File: config.mk
export PLATFORM = sky130hd
export DESIGN_NAME = hvac_zone_scheduler
export DESIGN_NICKNAME = d
export VERILOG_FILES = /design/src/rtl/hvac_pkg.sv /design/src/rtl/rr_arbiter.sv /design/src/rtl/hvac_zone_scheduler.sv
export SDC_FILE = /design/constraint.sdc
export NUM_CORES = 1
export LEC_CHECK = 0
export CAP_MARGIN = 20
export CORE_UTILIZATION = 55
export DETAILED_ROUTE_END_ITERATION = 6
export PLACE_DENSITY = 0.85
export SETUP_SLACK_MARGIN = 0.2
export SYNTH_ARGS = -nofsm -noshare
export SYNTH_HDL_FRONTEND = slang
export SYNTH_SLANG_ARGS = --single-unit
export TNS_END_PERCENT = 30
File: constraint.sdc
create_clock -name clk -period 4.2 [get_ports clk]
set_input_delay 1.26 -clock clk [delete_from_list [all_inputs] [get_ports clk]]
set_output_delay 1.26 -clock clk [all_outputs]
set_load 0.005 [all_outputs]
File: src/rtl/hvac_pkg.sv
// Shared constants and state/mode types for the multi-zone HVAC scheduler.
package hvac_pkg;

    localparam int unsigned TEMP_W = 5;

    localparam logic [TEMP_W-1:0] T_HEAT_ON  = 5'd18;
    localparam logic [TEMP_W-1:0] T_COOL_ON  = 5'd22;
    localparam logic [TEMP_W-1:0] T_SETPOINT = 5'd20;

    typedef enum logic [1:0] {
        StIdle,
        StRun,
        StLock
    } state_e;

    typedef enum logic {
        ModeHeat,
        ModeCool
    } mode_e;

endpackage

File: src/rtl/rr_arbiter.sv
// Combinational round-robin arbiter: grants the first requester at or after last+1 (mod N).
module rr_arbiter #(
    parameter int unsigned N = 4,
    localparam int unsigned IW = (N > 1) ? $clog2(N) : 1
) (
    input  logic [N-1:0]  req,
    input  logic [IW-1:0] last,
    output logic          gnt_valid,
    output logic [IW-1:0] gnt_idx
);

    logic [IW-1:0] idx;

    always_comb begin
        gnt_valid = 1'b0;
        gnt_idx   = '0;
        idx       = '0;
        for (int unsigned k = 1; k <= N; k++) begin
            idx = IW'((32'(last) + k) % N);
            if (!gnt_valid && req[idx]) begin
                gnt_valid = 1'b1;
                gnt_idx   = idx;
            end
        end
    end

endmodule

File: src/rtl/hvac_zone_scheduler.sv
// Shares one heat/cool plant between zones with round-robin grants, minimum run and lockout.
// Optional HVAC_MAX_ON_EN caps each grant at MAX_ON cycles.
module hvac_zone_scheduler
    import hvac_pkg::*;
#(
    parameter int unsigned NUM_ZONES = 4,
    parameter int unsigned MIN_ON    = 8,
    parameter int unsigned MAX_ON    = 32,
    parameter int unsigned LOCKOUT   = 4
) (
    input  logic                          clk,
    input  logic                          rst_n,
    input  logic [TEMP_W*NUM_ZONES-1:0]   zone_temp,
    input  logic [NUM_ZONES-1:0]          zone_en,
    output logic                          heating,
    output logic                          cooling,
    output logic [NUM_ZONES-1:0]          damper,
    output logic                          busy
);

    localparam int unsigned IW = (NUM_ZONES > 1) ? $clog2(NUM_ZONES) : 1;
    localparam int unsigned CW = $clog2(MAX_ON + 1);

    state_e               state_q;
    mode_e                mode_q;
    logic [IW-1:0]        zone_q;
    logic [IW-1:0]        last_q;
    logic [CW-1:0]        cnt_q;
    logic                 heating_q;
    logic                 cooling_q;
    logic [NUM_ZONES-1:0] damper_q;
    logic                 busy_q;

    logic [TEMP_W-1:0]    temp [NUM_ZONES];
    logic [NUM_ZONES-1:0] heat_dem;
    logic [NUM_ZONES-1:0] cool_dem;
    logic [NUM_ZONES-1:0] req;
    logic                 gnt_valid;
    logic [IW-1:0]        gnt_idx;
    logic [NUM_ZONES-1:0] gnt_onehot;
    logic [TEMP_W-1:0]    cur_temp;
    logic                 satisfied;
    logic                 min_done;
    logic                 lock_done;
    logic                 exit_run;
    logic [CW-1:0]        cnt_inc;

    always_comb begin
        for (int i = 0; i < int'(NUM_ZONES); i++) begin
            temp[i]     = zone_temp[TEMP_W*i +: TEMP_W];
            heat_dem[i] = zone_en[i] && (temp[i] <= T_HEAT_ON);
            cool_dem[i] = zone_en[i] && (temp[i] >= T_COOL_ON);
        end
    end

    assign req = heat_dem | cool_dem;

    rr_arbiter #(
        .N (NUM_ZONES)
    ) u_arb (
        .req       (req),
        .last      (last_q),
        .gnt_valid (gnt_valid),
        .gnt_idx   (gnt_idx)
    );

    assign gnt_onehot = NUM_ZONES'(1) << gnt_idx;
    assign cur_temp   = temp[zone_q];
    assign satisfied  = (mode_q == ModeHeat) ? (cur_temp >= T_SETPOINT)
                                             : (cur_temp <= T_SETPOINT);
    assign min_done   = (32'(cnt_q) + 32'd1) >= MIN_ON;
    assign lock_done  = (32'(cnt_q) + 32'd1) >= LOCKOUT;
    // Counter saturates so a long unbounded run never wraps back below MIN_ON-1.
    assign cnt_inc    = (cnt_q == '1) ? cnt_q : cnt_q + CW'(1);

`ifdef HVAC_MAX_ON_EN
    assign exit_run = (min_done && satisfied) || ((32'(cnt_q) + 32'd1) >= MAX_ON);
`else
    assign exit_run = min_done && satisfied;
`endif

    always_ff @(posedge clk) begin
        if (!rst_n) begin
            state_q   <= StIdle;
            mode_q    <= ModeHeat;
            zone_q    <= '0;
            last_q    <= IW'(NUM_ZONES - 1);
            cnt_q     <= '0;
            heating_q <= 1'b0;
            cooling_q <= 1'b0;
            damper_q  <= '0;
            busy_q    <= 1'b0;
        end else begin
            case (state_q)
                StIdle: begin
                    if (gnt_valid) begin
                        state_q   <= StRun;
                        zone_q    <= gnt_idx;
                        mode_q    <= heat_dem[gnt_idx] ? ModeHeat : ModeCool;
                        cnt_q     <= '0;
                        heating_q <= heat_dem[gnt_idx];
                        cooling_q <= !heat_dem[gnt_idx];
                        damper_q  <= gnt_onehot;
                        busy_q    <= 1'b1;
                    end
                end
                StRun: begin
                    cnt_q <= cnt_inc;
                    // Disable aborts the grant regardless of the minimum run time.
                    if (!zone_en[zone_q] || exit_run) begin
                        state_q   <= StLock;
                        last_q    <= zone_q;
                        cnt_q     <= '0;
                        heating_q <= 1'b0;
                        cooling_q <= 1'b0;
                        damper_q  <= '0;
                    end
                end
                StLock: begin
                    if (lock_done) begin
                        state_q <= StIdle;
                        cnt_q   <= '0;
                        busy_q  <= 1'b0;
                    end else begin
                        cnt_q <= cnt_inc;
                    end
                end
                default: begin
                    state_q   <= StIdle;
                    cnt_q     <= '0;
                    heating_q <= 1'b0;
                    cooling_q <= 1'b0;
                    damper_q  <= '0;
                    busy_q    <= 1'b0;
                end
            endcase
        end
    end

    assign heating = heating_q;
    assign cooling = cooling_q;
    assign damper  = damper_q;
    assign busy    = busy_q;

endmodule
==> flow_metrics.py <==
metrics = {
    "finish": {
        "seq_area_um2": 400,
        "antenna_cells_inserted": 0,
        "multi_input_area_mm2": 0.00109,
        "n_fill_cell": 216,
        "fin_nets": 248,
        "drive_gt1_share_pct": 6.48,
        "synthToLayoutAreaGrowth_pct": 23.6,
        "design_area_mm2": 0.00194,
    },
    "floorplanning": {
        "num_rows": 19,
        "pin_count": 33,
        "core-area_mm2": 0.00273,
        "die_x_um": 55.5,
        "die_h_um": 55.5,
        "start_util_pct": 57.5,
        "design.die.area_mm2": 0.00308,
    },
    "status": {
        "outcome": "completed",
    },
    "clock_network": {
        "htree_num_levels": 1,
        "cts_setup_buffers": 0,
        "cts-buffers-inserted": 3,
        "cts.path.max_buffers": 2,
        "cts_hold_buf": 0,
        "clock_latency_ns": 0.30,
        "root_buffer": "clkbuf_4",
        "cts_resized": 0,
        "cts_num_sinks": 20,
        "cts_tree": "done",
        "clk_pin_slew_ns": 0.11,
    },
    "yosys": {
        "synth_seq_cells": 20,
        "ys_types": 56,
        "ys.flop_type": "dfxtp_1",
        "synth.avg_cell_area_um2": 8.49,
        "ys_seq_area_share_pct": 25.5,
        "synth_area_leaders": "dfxtp_1, ha_1, inv_1",
        "async_flop_share_pct": 0,
        "synth_edf_count": 0,
        "yosysTopAreaCellShare_pct": 25.5,
        "post-synth-top-area-cell": "dfxtp_1",
        "netlist_instances": 185,
        "syn_nets": 216,
        "ys_warn_count": 0,
        "synth.most_common_cell": "dfxtp_1",
        "yosys-top-cells-count": "dfxtp_1, inv_1, nand2_1",
        "synth_area_mm2": 0.00157,
    },
    "worst_setup_path": {
        "critPathLaunchType": "primary input",
        "cp-startpoint": "zone_temp[9]",
        "critical_path_class": "in -> reg",
        "slowest_delay_ns": 0.57,
        "worstPathMaxFanout": 11,
        "path_delay_family": "compound AO/OA/AOI/OAI gates",
        "crit_buf_inv": 1,
        "crit_chain": "clkdlybuf4s50_1 -> nor4bb_1 -> a211oi_2 -> a2111oi_4 -> and2_1 -> o21ai_0 -> o211a_1",
        "end_kind": "flop",
        "timing.rr.start": "zone_q[0]",
        "crit_arrival_ns": 3.72,
        "cp.required_ns": 4.41,
        "slowest_stage": "a2111oi_4",
    },
    "timing": {
        "period_needed_ns": 3.51,
        "setup_violations": 0,
        "rsz0062_at_grt": "no",
        "finClkSkew_ns": 0.00220,
        "fin_tns_setup_ns": 0,
        "drv_slew": 0,
        "hold_viol_final": 0,
        "max_slew_margin_pct": 56.3,
        "worst_slew_pin_slew_ns": 0.656,
        "clock.fmax_ghz": 0.285,
        "post-route-period-util_pct": 83.7,
    },
    "drt": {
        "drt_wl_total_um": 4330,
        "drt-vias-per-instance": 6.61,
        "drc": 0,
        "wl_per_cell_um": 17.5,
        "via_count": 1633,
        "first_pass_iters": 4,
        "dr.first_iter.drc_count": 45,
        "ant_nets": 0,
    },
    "power_and_ir_drop": {
        "irDropWorstVdd_v": 0.000385,
        "total_leakage_power_nw": 0.728,
        "cellPowerDensity_mw_per_mm2": 434,
    },
    "grt": {
        "antenna_found_initial": 0,
        "grt_max_degree": 14,
        "grt_usage_pct": 28.0,
        "grt_pass1_wl_um": 7070,
        "overflow": 0,
        "grt_pass1_vias": 1551,
    },
    "flow_run": {
        "cap_violations": 0,
    },
    "placed_design": {
        "dp_hpwl_um": 3230,
        "port_buffers": 32,
        "place_area_mm2": 0.00191,
        "gp_congestion": 0.857,
    },
    "hold_path": {
        "min_path_type": "reg -> reg",
        "min-delay-start": "damper[2]",
    },
}
==> registers in the layout, indices dropped and copies added, names as in the netlist <==
signal and count:
mode_q 1, cnt_q 6, last_q 2, state_q 2
zone_q 2, damper 4, busy 1, heating 1
cooling 1
==> layout by cell type, fill, tap and decap left out, types with 4 or more instances in the layout <==
cell type / Yosys / routed
clkdlybuf4s50_1: 0 / 32
dfxtp_1: 20 / 20
inv_1: 14 / 14
nand2_1: 13 / 13
a21oi_1: 10 / 10
o21ai_0: 9 / 9
nor2_1: 9 / 9
nand2b_1: 8 / 8
a31oi_1: 7 / 7
nand3_1: 6 / 6
ha_1: 5 / 5
o21a_1: 4 / 4
o211a_1: 4 / 4
nor3_1: 4 / 4
==> per-stage QoR <==
stage               total power, mW  hold slack [ns]  util [%]  setup WS [ns]  std cells
floorplan                     0.573            0.456         -           1.25        185
global placement              0.704            0.449      69.7          0.558        243
detailed placement            0.718            0.459      69.7          0.413        243
CTS                           0.835            0.493      71.1          0.734        247
global route                  0.891            0.501      71.1          0.555        247
finish                        0.843            0.486      71.1          0.685        247
==> report_power, final <==
group          total, mW  switching (mW)  internal, mW
Combinational      0.438           0.225         0.212
Clock              0.113          0.0606        0.0529
Sequential         0.292          0.0551         0.237
Total              0.843           0.341         0.502
==> final cells by class <==
type,instances,share of cell area (%)
Clock buffer,4,1.87
Tap cell,31,2.00
Multi-Input combinational cell,146,56.3
Timing Repair Buffer,32,16.5
Inverter,14,2.70
Sequential cell,20,20.6
==> worst paths after layout <==
kind	to	slack (ns)	cells after the start
worst max-delay path	state_q[1]	0.69	7
worst min-delay path	damper[2]	0.49	1
worst max register to register	heating	1.89	7
worst min register to register	damper[2]	0.49	1
==> kinds of logic (layout without fill, tap and decap cells) <==
logic type	count (synthesis)	in the layout	share of synthesized area [%]
buffers and inverters	19	50	4.86
muxes	6	6	4.78
AOI/OAI and AO/OA	70	70	36.9
adders and majority gates	5	5	3.98
DFF	20	20	25.5
and+or+nand+nor	65	65	24.0
==> layer usage <==
| layer | track usage (%) | vias to the layer above | part of all wire, % |
|---|---|---|---|
| met1 | 35.8 | 782 | 45 |
| met2 | 48.7 | 60 | 50 |
| met3 | 3.04 | 8 | 4.3 |
| met4 | 10.0 | 0 | 1.2 |
| li1 | - | 783 | - |
| met5 | 0 | - | 0 |
Power figures use the tool's default switching activity.
